--- src/rtl/adc_pkg.sv ---
// adc_pkg -- shared definitions for the packet controller.
//   State encoding (one-hot, 8-bit), the state enum built from it,
//   default DEF_LEN / TIMEOUT values, and a saturating increment helper.
package adc_pkg;

   localparam logic [7:0] ST_IDLE  = 8'h01;
   localparam logic [7:0] ST_HOLD  = 8'h02;
   localparam logic [7:0] ST_START = 8'h04;
   localparam logic [7:0] ST_DONE  = 8'h08;
   localparam logic [7:0] ST_ERR   = 8'h10;

   typedef enum logic [7:0] {
      S_IDLE  = ST_IDLE,
      S_HOLD  = ST_HOLD,
      S_START = ST_START,
      S_DONE  = ST_DONE,
      S_ERR   = ST_ERR
   } state_e;

   localparam logic [11:0] DEF_LEN_DFLT = 12'd128;
   localparam logic [15:0] TIMEOUT_DFLT = 16'd4096;

   function automatic logic [7:0] sat_inc8(input logic [7:0] v);
      return (v == 8'hFF) ? v : v + 8'd1;
   endfunction

endpackage

--- src/rtl/pack_wdt.sv ---
// pack_wdt -- watchdog counter for the START state (built only when
// PACK_CTRL_WDT_EN is defined).
//   clk, rst_n : clock, async active-low reset
//   load       : clear the count
//   run        : count one cycle
//   expire     : high in the TIMEOUT-th consecutive run cycle
`ifdef PACK_CTRL_WDT_EN
module pack_wdt import adc_pkg::*; #(
   parameter logic [15:0] TIMEOUT = TIMEOUT_DFLT
) (
   input  logic clk,
   input  logic rst_n,
   input  logic load,
   input  logic run,
   output logic expire
);

   logic [15:0] cnt_q, cnt_d;

   always_comb begin
      cnt_d = cnt_q;
      if (load)     cnt_d = '0;
      else if (run) cnt_d = cnt_q + 16'd1;
   end

   always_ff @(posedge clk or negedge rst_n) begin
      if (!rst_n) cnt_q <= '0;
      else        cnt_q <= cnt_d;
   end

   // Count starts at 0 in the first run cycle, so TIMEOUT-1 marks the last one.
   assign expire = run & (cnt_q == TIMEOUT - 16'd1);

endmodule
`endif

--- src/rtl/pack_ctrl.sv ---
// pack_ctrl -- sequences one packet per trigger towards a packet writer.
//   Inputs : clk, rst_n (async low), en, trig, len_cfg[11:0], fifo_full,
//            clr, wr_fd (writer done level)
//   Outputs: wr_fs (writer start), wr_data_len[11:0], wr_part[15:0],
//            busy, err (sticky watchdog), ovf_cnt[7:0] (dropped triggers)
//   Macro PACK_CTRL_WDT_EN: builds the START watchdog and the ERR path.
//   PART_INIT sets the reset value of wr_part (0 in normal use).
module pack_ctrl import adc_pkg::*; #(
   parameter logic [11:0] DEF_LEN   = DEF_LEN_DFLT,
   parameter logic [15:0] TIMEOUT   = TIMEOUT_DFLT,
   parameter logic [15:0] PART_INIT = 16'h0000
) (
   input  logic        clk,
   input  logic        rst_n,
   input  logic        en,
   input  logic        trig,
   input  logic [11:0] len_cfg,
   input  logic        fifo_full,
   input  logic        clr,
   output logic        wr_fs,
   input  logic        wr_fd,
   output logic [11:0] wr_data_len,
   output logic [15:0] wr_part,
   output logic        busy,
   output logic        err,
   output logic [7:0]  ovf_cnt
);

   state_e      state_q, state_d;
   logic        wr_fs_q, wr_fs_d;
   logic        pend_q, pend_d;
   logic [11:0] len_q, len_d;
   logic [15:0] part_q, part_d;
   logic [7:0]  ovf_q, ovf_d;
   logic        go, consumed, wdt_exp;

`ifdef PACK_CTRL_WDT_EN
   logic err_q, err_d;

   pack_wdt #(.TIMEOUT(TIMEOUT)) u_wdt (
      .clk    (clk),
      .rst_n  (rst_n),
      .load   (state_q != S_START),
      .run    (state_q == S_START),
      .expire (wdt_exp)
   );

   always_comb begin
      err_d = err_q;
      if (wdt_exp)  err_d = 1'b1;
      else if (clr) err_d = 1'b0;
   end

   always_ff @(posedge clk or negedge rst_n) begin
      if (!rst_n) err_q <= 1'b0;
      else        err_q <= err_d;
   end

   assign err = err_q;
`else
   assign wdt_exp = 1'b0;
   assign err     = 1'b0;
`endif

   always_comb begin
      state_d  = state_q;
      pend_d   = pend_q;
      len_d    = len_q;
      part_d   = part_q;
      ovf_d    = ovf_q;
      consumed = 1'b0;
      go       = (trig | pend_q) & en;

      unique case (state_q)
         S_IDLE: begin
            if (go) begin
               consumed = trig;
               if (fifo_full) begin
                  state_d = S_HOLD;
                  // The waiting request lives in pend until START, so an
                  // en drop in HOLD does not lose it.
                  pend_d  = 1'b1;
               end else begin
                  state_d = S_START;
               end
            end
         end
         S_HOLD: begin
            if (!en)            state_d = S_IDLE;
            else if (!fifo_full) state_d = S_START;
         end
         S_START: begin
            if (wr_fd)        state_d = S_DONE;
            else if (wdt_exp) state_d = S_ERR;
         end
         S_DONE: begin
            if (!wr_fd) begin
               state_d = S_IDLE;
               part_d  = part_q + 16'd1;
            end
         end
         S_ERR: begin
            if (clr) state_d = S_IDLE;
         end
         default: state_d = S_IDLE;
      endcase

      // Any trigger not taken by a start decision queues once, then drops.
      if (trig && !consumed) begin
         if (pend_q) ovf_d  = sat_inc8(ovf_q);
         else        pend_d = 1'b1;
      end

      if (state_d == S_START && state_q != S_START) begin
         len_d  = (len_cfg == 12'd0) ? DEF_LEN : len_cfg;
         pend_d = 1'b0;
      end

      if (clr) ovf_d = '0;

      wr_fs_d = (state_d == S_START);
   end

   always_ff @(posedge clk or negedge rst_n) begin
      if (!rst_n) begin
         state_q <= S_IDLE;
         wr_fs_q <= 1'b0;
         pend_q  <= 1'b0;
         len_q   <= DEF_LEN;
         part_q  <= PART_INIT;
         ovf_q   <= '0;
      end else begin
         state_q <= state_d;
         wr_fs_q <= wr_fs_d;
         pend_q  <= pend_d;
         len_q   <= len_d;
         part_q  <= part_d;
         ovf_q   <= ovf_d;
      end
   end

   assign wr_fs       = wr_fs_q;
   assign wr_data_len = len_q;
   assign wr_part     = part_q;
   assign busy        = (state_q != S_IDLE);
   assign ovf_cnt     = ovf_q;

endmodule

--- config.mk ---
export PLATFORM = sky130hd
export DESIGN_NAME = pack_ctrl
export DESIGN_NICKNAME = d
export VERILOG_FILES = /design/src/rtl/adc_pkg.sv /design/src/rtl/pack_wdt.sv /design/src/rtl/pack_ctrl.sv
export SDC_FILE = /design/constraint.sdc
export NUM_CORES = 1
export LEC_CHECK = 0
export ABC_AREA = 1
export BUFFER_PORTS_ARGS = -buffer_cell sky130_fd_sc_hd__buf_4
export CORE_ASPECT_RATIO = 0.9
export CORE_MARGIN = 1.5
export CORE_UTILIZATION = 35
export DETAILED_ROUTE_END_ITERATION = 10
export PLACE_DENSITY = 0.61
export SLEW_MARGIN = 0
export SYNTH_ARGS = -nofsm -noshare
export SYNTH_HDL_FRONTEND = slang
export SYNTH_HIERARCHICAL = 1
export SYNTH_SLANG_ARGS = --single-unit
--- constraint.sdc ---
create_clock -name clk -period 1.85 [get_ports clk]
set_input_delay 0.0925 -clock clk [delete_from_list [all_inputs] [get_ports clk]]
set_output_delay 0.0925 -clock clk [all_outputs]
set_load 0.02 [all_outputs]
Yosys cells after proc, flatten, opt, wreduce, memory -nomap -nowiden
Cells that the tools add are included.
{ "totals": {"ff_bits": 46, "input_bits": 19, "out_inout_bits": 39, "elab_cells": 50} }
{ "classes": {"n_addsub": 2, "n_eq_ne": 10, "muxes": 21, "bitwise_logic": 3, "n_reduce_logical": 8} }
{ "ops": {"columns": ["operator", "n"], "rows": [
  ["2-to-1 mux 8 bit", 10],
  ["one-hot mux 8 bit (5 select lines)", 1],
  ["adder 16 x 1 -> 16 bit (second input constant)", 1],
  ["== test 8 x 3 -> 1 bit (second input constant)", 2],
  ["logical NOT 12 bit", 1],
  ["2-to-1 mux 12 bit", 1],
  ["adder 8 x 1 -> 8 bit (second input constant)", 1],
  ["== test 8 x 1 -> 1 bit (second input constant)", 1],
  ["== test 8 x 2 -> 1 bit (second input constant)", 1],
  ["== test 8 x 4 -> 1 bit (second input constant)", 1],
  ["== test 8 x 5 -> 1 bit (second input constant)", 1],
  ["== test 8 bit (second input constant)", 1],
  ["2-to-1 mux 1 bit", 8],
  ["inequality test 8 x 1 -> 1 bit (second input constant)", 1],
  ["inequality test 8 x 3 -> 1 bit (second input constant)", 1],
  ["nonzero test 2 bit", 2],
  ["2-to-1 mux 3 bit", 1],
  ["AND reduction 3 bit", 1],
  ["logical AND 1 bit", 2],
  ["inequality test 2 bit (second input constant)", 1],
  ["AND reduction 2 bit", 1],
  ["AND 1 bit", 1],
  ["logical NOT 1 bit", 1],
  ["inverter 1 bit", 1],
  ["OR 1 bit", 1]
]} }

Longest topological paths before layout
Gate-level depths: netlist (run 1).
{ "logic_depth": {"ltp_word": 8, "depth_mapped": 10, "mapped_depth_nobuf": 10} }

Least setup slack after synthesis (run 1)
OpenSTA, ideal clock, no wires.
{ "synth_timing": {"kind": "register to register", "startpoint": "register ovf_q[0], in the netlist ovf_cnt[0]", "endpoint": "register ovf_q[0], in the netlist ovf_cnt[0]", "setup_time_ns": 0.066, "arrival_time_ns": 1.420, "t_required_ns": 1.784, "setup_slack_ns": 0.365, "stages_incl_launch_ff": 9, "path_buffers": 0, "synth_period_minus_slack_ns": 1.485, "path_cell_list": "dfrtp_1 ha_1 inv_1 nor2_1 a21boi_1 nand3_2 nand2_2 nand2_1 nand2_1"} }
{ "synth_between": {"elab_chain_cells": 5, "word_cells_on_any_way": 8, "classes_between": "add/sub (1); eq/ne (2); mux (4); reduce/logical (1)"} }
{ "synth_lines": {"columns": ["element", "line", "source"], "rows": [
  ["from (decl)", "pack_ctrl.sv:34", "logic [7:0] ovf_q, ovf_d;"],
  ["from (signal assigned)", "pack_ctrl.sv:138", "ovf_q <= ovf_d;"],
  ["adder 8 x 1 -> 8 bit", "adc_pkg.sv:24", "return (v == 8'hFF) ? v : v + 8'd1;"],
  ["2-to-1 mux 8 bit", "adc_pkg.sv:24", null],
  ["2-to-1 mux 8 bit", "pack_ctrl.sv:110", "if (pend_q) ovf_d = sat_inc8(ovf_q);"],
  ["2-to-1 mux 8 bit", "pack_ctrl.sv:109", "if (trig && !consumed) begin"],
  ["2-to-1 mux 8 bit", "pack_ctrl.sv:119", "if (clr) ovf_d = '0;"]
]} }
Parallel ways exist; a longest one is shown, timed or not. The select of a mux whose other input is x is not followed.
A chain may end at the register's enable or synchronous reset.

Final worst setup path (run 1)
{ "layout_timing": {"startpoint": "register ovf_q[1], in the netlist ovf_cnt[1]", "endpoint": "register ovf_q[1], in the netlist ovf_cnt[1]"} }
Same word-level chain as after synthesis.

==> results by group, run 1 <==
Route
  – Via/cell ratio: roughly 4.5
  – ANT nets after route: 0
  – Wire per inst: ~12 um
  – Initial DRC count: ~150
  – Detailed-route wire length: 5.96 mm
  – DRC: 0
  – TritonRoute pass-1 iters: 4
  – Vias: about 2.3k

Global route
  – Vias in the first global route: between 2k and 2.5k
  – GRT Total Usage: 0.167
  – Global-route wire length before repair: about 10 mm
  – Largest net degree at the start of global routing: 47
  – Initial antenna violation count: 0
  – Grt ovf: 0

Critical path
  – Critical Path, Cell by Cell: ha_1 -> inv_1 -> nor2_1 -> a21boi_1 -> nand3_2 -> nand2_2 -> nand2_1 -> nand2_1
  – CP Launch Type: flip-flop
  – Maximum fanout along the worst path: 9
  – Worst EP arrival: ~1.9 ns
  – Slowest CP cell: dfrtp_1
  – Crit-path most repeated cell: nand2_1
  – Crit path kind: reg -> reg
  – CP Capture Type: flip-flop
  – Worst reg-to-reg path cell count: 8
  – Crit path largest cell delay: roughly 0.43 ns
  – Worst endpoint required time: approximately 2.1 ns

Final layout
  – Share of cells above drive strength 1: 0.211
  – P&R area growth vs syn: 27.3%
  – Fin nets: ~430
  – Multi-input combinational cell area: roughly 0.0012 mm^2
  – Post-route cell area: 0.00322 mm^2
  – Final core utilization: 0.457
  – Seq. cell area: approximately 0.0012 mm^2
  – Fill cell count: 723
  – # diodes: 0

Timing
  – Clock Skew: around 0.0082 ns
  – Max Clk Rate: 620 MHz
  – Hold_ws: around 0.013 ns
  – Final setup violation count: 0
  – Slew @ Worst Pin: 0.594 ns
  – Setup_tns: 0 ns
  – RSZ-0062 raised after global routing: no
  – Tcrit/Tclk final: 0.872
  – Slew Limit Fails: 0
  – Tmin final: 1.61 ns
  – Final Hold Violating Endpoints: 0
  – Worst slew margin: 0.604

Placed design
  – Dpl cell area: a little over 0.003 mm^2
  – PortBufs: 56
  – GPL Wtd Cong: 0.826
  – Post-DP HPWL: around 4.4 mm

Power and ir drop
  – Leakage Power: approximately 0.0017 uW
  – Maximum VDD drop: 0.460 mV
  – PwrDens: 690 mW/mm^2

Yosys
  – Post-synth design cell area: 0.00253 mm^2
  – Synthesized area per cell: about 7.4 um^2
  – Synth cell types: 31
  – Yosys Warn Count: 6
  – #FFs+latches synth: 46
  – Gate Count Post-Synth: ~340
  – Register area share after synthesis: 0.456

CTS
  – Post-CTS Resized: 0
  – Clk sink count: 46
  – Clk pin slew, worst setup/hold paths: roughly 0.08 ns
  – Clk buf depth: 2
  – H-tree depth: 2
  – Worst-Skew Late Latency: 0.30 ns
  – TritonCTS Buffers: 5
  – Root buf cell: clkbuf_8
  – CTS tree: built

Floorplanning
  – Core box area: between 0.007 and 0.008 mm^2
  – Std cell rows: 29
  – Die Ht: 83.7 um
  – IO Pins: between 50 and 60
  – Die area: 0.00775 mm^2
  – Die Wd: just over 90 um
  – Initial Util: 0.359

Outcome
  – Outcome: finished, final reports clean

Worst hold path
  – Worst Hold Depth: 3
  – Hold/Removal Path Class: in -> reg

Job
  – Max-cap violations: 0
-- cells in the final DEF (no fill, tap or decap), drive strengths merged, types with 2 or more instances in the layout --
cell and count:
buf 58, clkbuf 6, conb 4, dfrtp 44, dfstp 2, dlygate4sd3 8
ha 2, inv 28, nand2 122, nand3 43, nand4 4, nor2 57
nor3 3, o21ai 10, xnor2 5, xor2 8
-- area by class of cell --
type | count | share of cell area
clock inverters | 1 | 0.00233
repair buffers | 66 | 0.160
well taps | 93 | 0.0361
inverters | 29 | 0.0338
multi-input cells | 265 | 0.387
flip-flops and latches | 46 | 0.358
clock buffers | 6 | 0.0225
-- metrics by stage --
| stage | cells | setup WS (ns) | total power, uW |
|---|---|---|---|
| 2_1_floorplan | 345 | 0.365 | 1400 |
| 3_3_place_gp | 491 | 0.268 | 1630 |
| 3_5_place_dp | 491 | 0.229 | 1630 |
| 4_1_cts | 506 | 0.217 | 2240 |
| 5_1_grt | 506 | 0.0634 | 2330 |
| 6_report | 506 | 0.236 | 2220 |
-- cells in the mapped netlist (all sizes together) --
cell type | instances | area (um^2)
a21o | 1 | 7.51
xnor2 | 5 | 43.8
inv | 28 | 105
dfrtp | 44 | 1100
nand4 | 4 | 25.0
nand2 | 122 | 470
ha | 2 | 25.0
o211ai | 1 | 7.51
a21oi | 1 | 5.00
clkinv | 1 | 3.75
dfstp | 2 | 52.6
and2 | 1 | 6.26
o21ai | 10 | 50.0
nor3b | 1 | 7.51
xor2 | 8 | 70.1
buf | 5 | 33.8
nor3 | 3 | 20.0
o21bai | 1 | 7.51
nor2 | 57 | 236
nand3 | 43 | 240
conb | 1 | 3.75
a21boi | 1 | 7.51
-- report_power, final --
group | switching (uW) | internal (uW) | leakage, uW
logic | 266 | 201 | 0.00104
registers | 64.5 | 1090 | 0.000602
clock network | 337 | 260 | 0.0000373
total | 667 | 1550 | 0.00168
-- worst paths after layout --
check | startpoint | end | slack (ns)
max | ovf_cnt[1] | ovf_cnt[1] | 0.24
min | len_cfg[8] | wr_data_len[8] | 0.01
max reg2reg | ovf_cnt[1] | ovf_cnt[1] | 0.24
min reg2reg | wr_data_len[7] | wr_data_len[7] | 0.50
max in group asynchronous | rst_n | state_q[6] | 1.10
min in group asynchronous | rst_n | wr_part[14] | 0.34
-- flip-flops by register name (all words and copies together) (netlist names) --
signal	count
state_q	8
wr_data_len	12
pend_q	1
wr_part	16
wr_fs	1
ovf_cnt	8
-- kinds of logic (layout without fill, tap and decap cells) --
| family | count (synthesis) | count (layout) | share of synthesized area |
|---|---|---|---|
| other | 1 | 4 | 0.00148 |
| AO/OA/AOI/OAI | 15 | 15 | 0.0336 |
| AND/OR/NAND/NOR | 231 | 231 | 0.398 |
| adder cells (fa/ha/maj) | 2 | 2 | 0.00989 |
| flip-flops | 46 | 46 | 0.456 |
| XOR/XNOR | 13 | 13 | 0.0450 |
| buffers and inverters | 34 | 102 | 0.0564 |
-- per-layer routing --
metal / wire (um) / vias up / share of wire / global-route usage
li1: - / 1214 / - / -
met1: 3110 / 1031 / 0.52 / 0.245
met2: 2540 / 47 / 0.43 / 0.253
met3: 234 / 8 / 0.039 / 0.0301
met4: 72 / 0 / 0.012 / 0.0455
met5: 0 / - / 0 / 0
-- repair_timing --
action / CTS / global route
endpoints found under the hold margin: 51 / 0
setup buffers: 0 / 0
hold buffers: 8 / 0
-- worst max-delay path, delay by kind of cell (launching register included) --
kind	cells	cell delay [ns]
DFF	1	0.43
and+or+nand+nor	5	0.65
buffers and inverters	1	0.06
adders and majority gates	1	0.24
AOI/OAI and AO/OA	1	0.18
(Power assumes the default switching activity.)
==> inputs of run 2 (changes only) <==
--- a/config.mk
+++ b/config.mk
@@ -9,11 +9,10 @@
 export BUFFER_PORTS_ARGS = -buffer_cell sky130_fd_sc_hd__buf_4
 export CORE_ASPECT_RATIO = 0.9
 export CORE_MARGIN = 1.5
-export CORE_UTILIZATION = 35
+export CORE_UTILIZATION = 52
 export DETAILED_ROUTE_END_ITERATION = 10
-export PLACE_DENSITY = 0.61
+export PLACE_DENSITY = 0.82
 export SLEW_MARGIN = 0
 export SYNTH_ARGS = -nofsm -noshare
 export SYNTH_HDL_FRONTEND = slang
-export SYNTH_HIERARCHICAL = 1
 export SYNTH_SLANG_ARGS = --single-unit
==> run 2 against run 1 <==
  * Final cell count decreased by 5.5%
  * Clock-buffer cell count decreased by 1
  * Largest cell class unchanged
  * Die area decreased by 32%
  * Critical path type unchanged
  * Clock skew decreased by 0.0024 ns
==> results by group, run 2 <==
Outcome
  – Outcome: finished, final reports clean

Yosys
  – Synthesized area per cell: approximately 7.4 um^2
  – Register area share after synthesis: 0.456
  – Top FF cell, synth: dfrtp_1
  – Number of flops mapped to enable cells by yosys: 0
  – Post-synth top area share: 0.435
  – Gate Count Post-Synth: around 340
  – Post-synth top cells: nand2_1 (117), nor2_1 (50), dfrtp_1 (44)
  – Synth cell types: 31
  – Area leader, netlist: dfrtp_1
  – #FFs+latches synth: between 40 and 50
  – Most common cell in the netlist: nand2_1
  – Post-synth design cell area: around 0.0025 mm^2
  – Top cells by area, synth: dfrtp_1 (44%), nand2_1 (17%), nand3_1 (7.5%)
  – Yosys Warn Count: 0
  – Asr flop ratio synth: 1.00

Critical path
  – Crit path largest cell delay: 0.59 ns
  – CP Launch Type: flip-flop
  – WP buf/inv: 0
  – Crit path max-delay family: simple AND/OR/NAND/NOR gates
  – Worst endpoint required time: 2.09 ns
  – Crit path kind: reg -> reg
  – Maximum fanout along the worst path: 15
  – Critical Path, Cell by Cell: nand3_1 -> nor2_2 -> nand3_2 -> nand2_2 -> nand2_1 -> nand2_1
  – Worst EP arrival: 1.90 ns
  – Crit-path most repeated cell: nand2_1
  – CP Capture Type: flip-flop
  – Slowest CP cell: dfstp_2

Floorplanning
  – IO Pins: 58
  – Initial Util: 0.553
  – Die Wd: ~77 um
  – Std cell rows: 23
  – Die area: roughly 0.0053 mm^2
  – Die Ht: a little under 70 um
  – Core box area: 0.00458 mm^2

Route
  – TritonRoute pass-1 iters: 5
  – Wire per inst: 12.6 um
  – ANT nets after route: 0
  – Initial DRC count: roughly 170
  – Vias: 2,443
  – Via/cell ratio: 5.11
  – Detailed-route wire length: approximately 6.0 mm
  – DRC: 0

Power and ir drop
  – PwrDens: between 700 and 800 mW/mm^2
  – Leakage Power: 0.00171 uW
  – Maximum VDD drop: 0.577 mV

Final layout
  – Post-route cell area: approximately 0.0032 mm^2
  – Fill cell count: around 370
  – Commonest non-fill, non-tap cells in the layout: nand2_1 (117), buf_4 (57), nor2_1 (50)
  – Layout Cells excl Fill: ~480
  – # diodes: 0
  – Seq. cell area: roughly 0.0012 mm^2
  – Commonest non-fill, non-tap cell in the layout: nand2_1
  – Share of cells above drive strength 1: 0.212
  – Final core utilization: 0.707
  – P&R area growth vs syn: 27.9%
  – Max FFs per register: 16
  – Fin nets: around 440
  – Multi-input combinational cell area: about 0.0012 mm^2

CTS
  – Clk sink count: 46
  – Post-CTS Resized: 0
  – Clk pin slew, worst setup/hold paths: 0.09 ns
  – Clk buf depth: 2
  – Root buf cell: clkbuf_8
  – TritonCTS Buffers: 5
  – H-tree depth: 2
  – Worst-Skew Late Latency: about 0.30 ns
  – CTS tree: built
  – Postcts setup bufs: 0

Global route
  – Global-route wire length before repair: around 10 mm
  – GRT Total Usage: 0.242
  – Largest net degree at the start of global routing: 47
  – Grt ovf: 0
  – Vias in the first global route: ~2.4k
  – Initial antenna violation count: 0

Timing
  – Tcrit/Tclk final: 0.900
  – Tmin final: about 1.7 ns
  – Worst slew margin: 0.623
  – Post-route setup slack: ~0.19 ns
  – Setup_tns: 0 ns
  – Max Clk Rate: ~600 MHz
  – Clock Skew: approximately 0.006 ns
  – Slew Limit Fails: 0
  – RSZ-0062 raised after global routing: no
  – Final Hold Violating Endpoints: 0
  – Slew @ Worst Pin: 0.565 ns
  – Final setup violation count: 0

Worst hold path
  – Hold/Removal Path Class: in -> reg

Placed design
  – Post-DP HPWL: 4.39 mm
  – # placed instances: about 460
  – Dpl ws: roughly 0.23 ns
  – GPL Wtd Cong: 0.867
  – PortBufs: 56
  – Dpl cell area: between 0.003 and 0.004 mm^2

Job
  – Max-cap violations: 0
## run 2: cell families (layout without fill, tap and decap cells)
logic type	count (synthesis)	in the layout	synth area share
simple gates	231	231	0.398
flops	46	46	0.456
fa+ha+maj	2	2	0.00989
compound gates	15	15	0.0336
xor+xnor	13	13	0.0450
other cells	1	4	0.00148
buf+inv	34	105	0.0564
## run 2: worst paths after layout
path,from,end,slack (ns),cells after the start
max,state_q[0],wr_data_len[3],0.19,6
min,len_cfg[3],wr_data_len[3],0.02,3
max reg2reg,state_q[0],wr_data_len[3],0.19,6
min reg2reg,wr_data_len[7],wr_data_len[7],0.50,2
max in group asynchronous,rst_n,wr_part[4],1.14,2
min in group asynchronous,rst_n,wr_data_len[4],0.33,2
## run 2: cell type report
type | count | share of cell area
Inverter | 29 | 0.0336
Timing Repair Buffer | 68 | 0.166
Clock buffer | 5 | 0.0213
Tap cell | 62 | 0.0240
Clock inverter | 3 | 0.0135
Multi-Input combinational cell | 265 | 0.385
Sequential cell | 46 | 0.357
## run 2: worst min-delay path: stages
cell and delay, ns:
buf_4 0.09, nand2_1 0.04, nand2_1 0.06
## run 2: layer usage
| layer | GRT usage | vias up | wire length [um] |
|---|---|---|---|
| li1 | - | 1222 | - |
| met1 | 0.323 | 1123 | 2760 |
| met2 | 0.399 | 87 | 2880 |
| met3 | 0.0461 | 11 | 345 |
| met4 | 0.0761 | 0 | 59 |
| met5 | 0 | - | 0 |
## run 2: report_power, final
group          switching (uW)  total (uW)  internal [uW]
logic                     265         467            202
clock network             353         758            405
registers                64.9        1160           1090
## run 2: timing repair
action | 4_1_cts | 5_1_grt
hold endpoints to repair | 54 | 0
hold buffers | 11 | 0
setup endpoints to repair | 0 | 0
## run 2: metrics by stage
| step | power, uW | hold WS (ns) |
|---|---|---|
| finish | 2380 | 0.0171 |
| global placement | 1610 | 0.128 |
| CTS | 2400 | 0.00368 |
| global route | 2500 | 0.0166 |
| floorplan | 1400 | -0.203 |
| detailed placement | 1620 | 0.128 |
==> inputs of run 3 (changes only) <==
--- a/config.mk
+++ b/config.mk
@@ -11,6 +11,7 @@
 export CORE_MARGIN = 1.5
 export CORE_UTILIZATION = 52
 export DETAILED_ROUTE_END_ITERATION = 10
+export HOLD_SLACK_MARGIN = 0.06
 export PLACE_DENSITY = 0.82
 export SLEW_MARGIN = 0
 export SYNTH_ARGS = -nofsm -noshare
==> run 3 against run 2 <==
  * Combinational power about the same
  * Sequential cell count unchanged
  * Via count about the same
  * Maximum frequency increased by 0.10%
  * Final cell count increased by 0.21%
  * Largest cell class unchanged
==> results by group, run 3 (same netlist as run 2, synthesis figures left out) <==
Outcome
  – Outcome: finished, final reports clean

Global route
  – GRT Total Usage: 0.245
  – Largest net degree at the start of global routing: 47
  – Initial antenna violation count: 0
  – Vias in the first global route: roughly 2.4k
  – Global-route wire length before repair: ~11 mm
  – Grt ovf: 0

Floorplanning
  – Die Wd: about 77 um
  – Std cell rows: 23
  – Die area: between 0.005 and 0.006 mm^2
  – Initial Util: 0.553
  – Die Ht: roughly 70 um
  – IO Pins: between 50 and 60
  – Core box area: roughly 0.0046 mm^2

Power and ir drop
  – Sequential Power Share: 0.485
  – Leakage Power: 0.00171 uW
  – Clock Power Share: 0.318
  – Maximum VDD drop: around 0.58 mV
  – Net Sw Power: 684 uW
  – Internal: 1700 uW
  – Comb power frac: 0.197
  – PwrDens: around 740 mW/mm^2
  – Net Sw Frac: 0.287

Critical path
  – Crit path largest cell delay: slightly below 0.6 ns
  – Worst endpoint required time: 2.09 ns
  – Critical R2R Launch: state_q[0]
  – Crit path kind: reg -> reg
  – Crit-path most repeated cell: nand2_1
  – Levels on crit path: 6
  – Crit path max-delay family: simple AND/OR/NAND/NOR gates
  – R2R setup slack: about 0.19 ns
  – Critical Path, Cell by Cell: nand3_1 -> nor2_2 -> nand3_2 -> nand2_2 -> nand2_1 -> nand2_1
  – Worst reg-to-reg path cell count: 6
  – WP buf/inv: 0
  – Critical R2R Capture: wr_data_len[3]
  – CP Capture Type: flip-flop
  – Worst EP arrival: approximately 1.9 ns
  – Slowest CP cell: dfstp_2
  – CP Launch Type: flip-flop
  – Maximum fanout along the worst path: 15

Worst hold path
  – Hold_sp: len_cfg[7]
  – Hold Path Sink: wr_data_len[7]
  – Worst Hold Depth: 5
  – Hold/Removal Path Class: in -> reg

Timing
  – Tcrit/Tclk final: 0.899
  – Slew @ Worst Pin: about 0.56 ns
  – Max Clk Rate: around 600 MHz
  – Hold_ws: ~0.092 ns
  – RSZ-0062 raised after global routing: no
  – Setup_tns: 0 ns
  – Tmin final: 1.66 ns
  – Slew Limit Fails: 0
  – Clock Skew: between 0.005 and 0.006 ns
  – Worst slew margin: 0.624
  – Final setup violation count: 0
  – Final Hold Violating Endpoints: 0

Final layout
  – Fill cell count: roughly 370
  – Max FFs per register: 16
  – P&R area growth vs syn: 28.3%
  – # diodes: 0
  – Fin nets: 437
  – Commonest non-fill, non-tap cells in the layout: nand2_1 (117), buf_4 (57), nor2_1 (50)
  – Commonest non-fill, non-tap cell in the layout: nand2_1
  – Share of cells above drive strength 1: 0.211

Route
  – TritonRoute pass-1 iters: 4
  – Wire per inst: roughly 13 um
  – Initial DRC count: 168
  – Detailed-route wire length: about 6.1 mm
  – DRC: 0
  – ANT nets after route: 0
  – Vias: between 2k and 2.5k
  – Via/cell ratio: 5.10

CTS
  – Root buf cell: clkbuf_8
  – CTS tree: built
  – Clk sink count: 46
  – Worst-Skew Late Latency: 0.30 ns
  – Clk pin slew, worst setup/hold paths: 0.09 ns
  – TritonCTS Buffers: 5
  – Clk buf depth: 2
  – H-tree depth: 2

Placed design
  – Post-DP HPWL: roughly 4.4 mm
  – PortBufs: 56
  – GPL Wtd Cong: between 0.8 and 0.9

Job
  – Max-cap violations: 0
==> run 3: timing repair <==
item / CTS / global route
buffers inserted: 0 / 0
hold buffers: 12 / 0
gates resized for setup: 0 / 0
endpoints found under the hold margin: 55 / 0
==> run 3: worst register-to-register path, cell delays in order, from the launching register on <==
cell,delay [ns]
dfstp_2,0.59
nand3_1,0.10
nor2_2,0.16
nand3_2,0.29
nand2_2,0.31
nand2_1,0.08
nand2_1,0.08
==> run 3: worst max-delay path by stage <==
stage / startpoint / endpoint / slack, ns
6_report: state_q[0] / wr_data_len[3] / 0.19
2_1_floorplan: ovf_cnt[0] / ovf_cnt[0] / 0.36
3_3_place_gp: state_q[0] / wr_data_len[8] / 0.24
4_1_cts: state_q[0] / wr_data_len[3] / 0.18
3_5_place_dp: state_q[0] / wr_data_len[3] / 0.23
5_1_grt: state_q[0] / wr_data_len[4] / 0.04
==> run 3: cell type report <==
class | count | area [um^2] | share of cell area
well taps | 62 | 77.6 | 0.0239
multi-input cells | 265 | 1240 | 0.384
clock buffers | 5 | 68.8 | 0.0212
clock inverters | 3 | 43.8 | 0.0135
repair buffers | 69 | 548 | 0.169
flip-flops and latches | 46 | 1150 | 0.355
inverters | 29 | 109 | 0.0335
==> run 3: per-layer routing <==
layer	part of all wire	vias up	GRT usage	wire length, um
met3	0.060	10	0.0474	367
met2	0.48	90	0.403	2940
met1	0.45	1122	0.326	2740
met4	0.0090	0	0.0802	55
li1	-	1223	-	-
met5	0	-	0	0
==> run 3: power by group through the flow <==
stage | clock network [uW] | registers [uW] | logic [uW]
finish | 759 | 1160 | 469
global route | 820 | 1170 | 510
CTS | 778 | 1160 | 470
detailed placement | 0 | 1170 | 453
global placement | 0 | 1170 | 436
floorplan | 0 | 1260 | 142
==> run 3: stage by stage <==
stage                      util  instances  power (uW)  setup slack (ns)  instance area [um^2]
final                     0.709        479        2390             0.187                  3250
after global routing      0.709        479        2500            0.0367                  3250
after floorplan               -        345        1400             0.365                  2540
after global placement    0.658        459        1610             0.236                  3010
after CTS                 0.709        479        2400             0.179                  3250
after detailed placement  0.658        459        1620             0.226                  3010
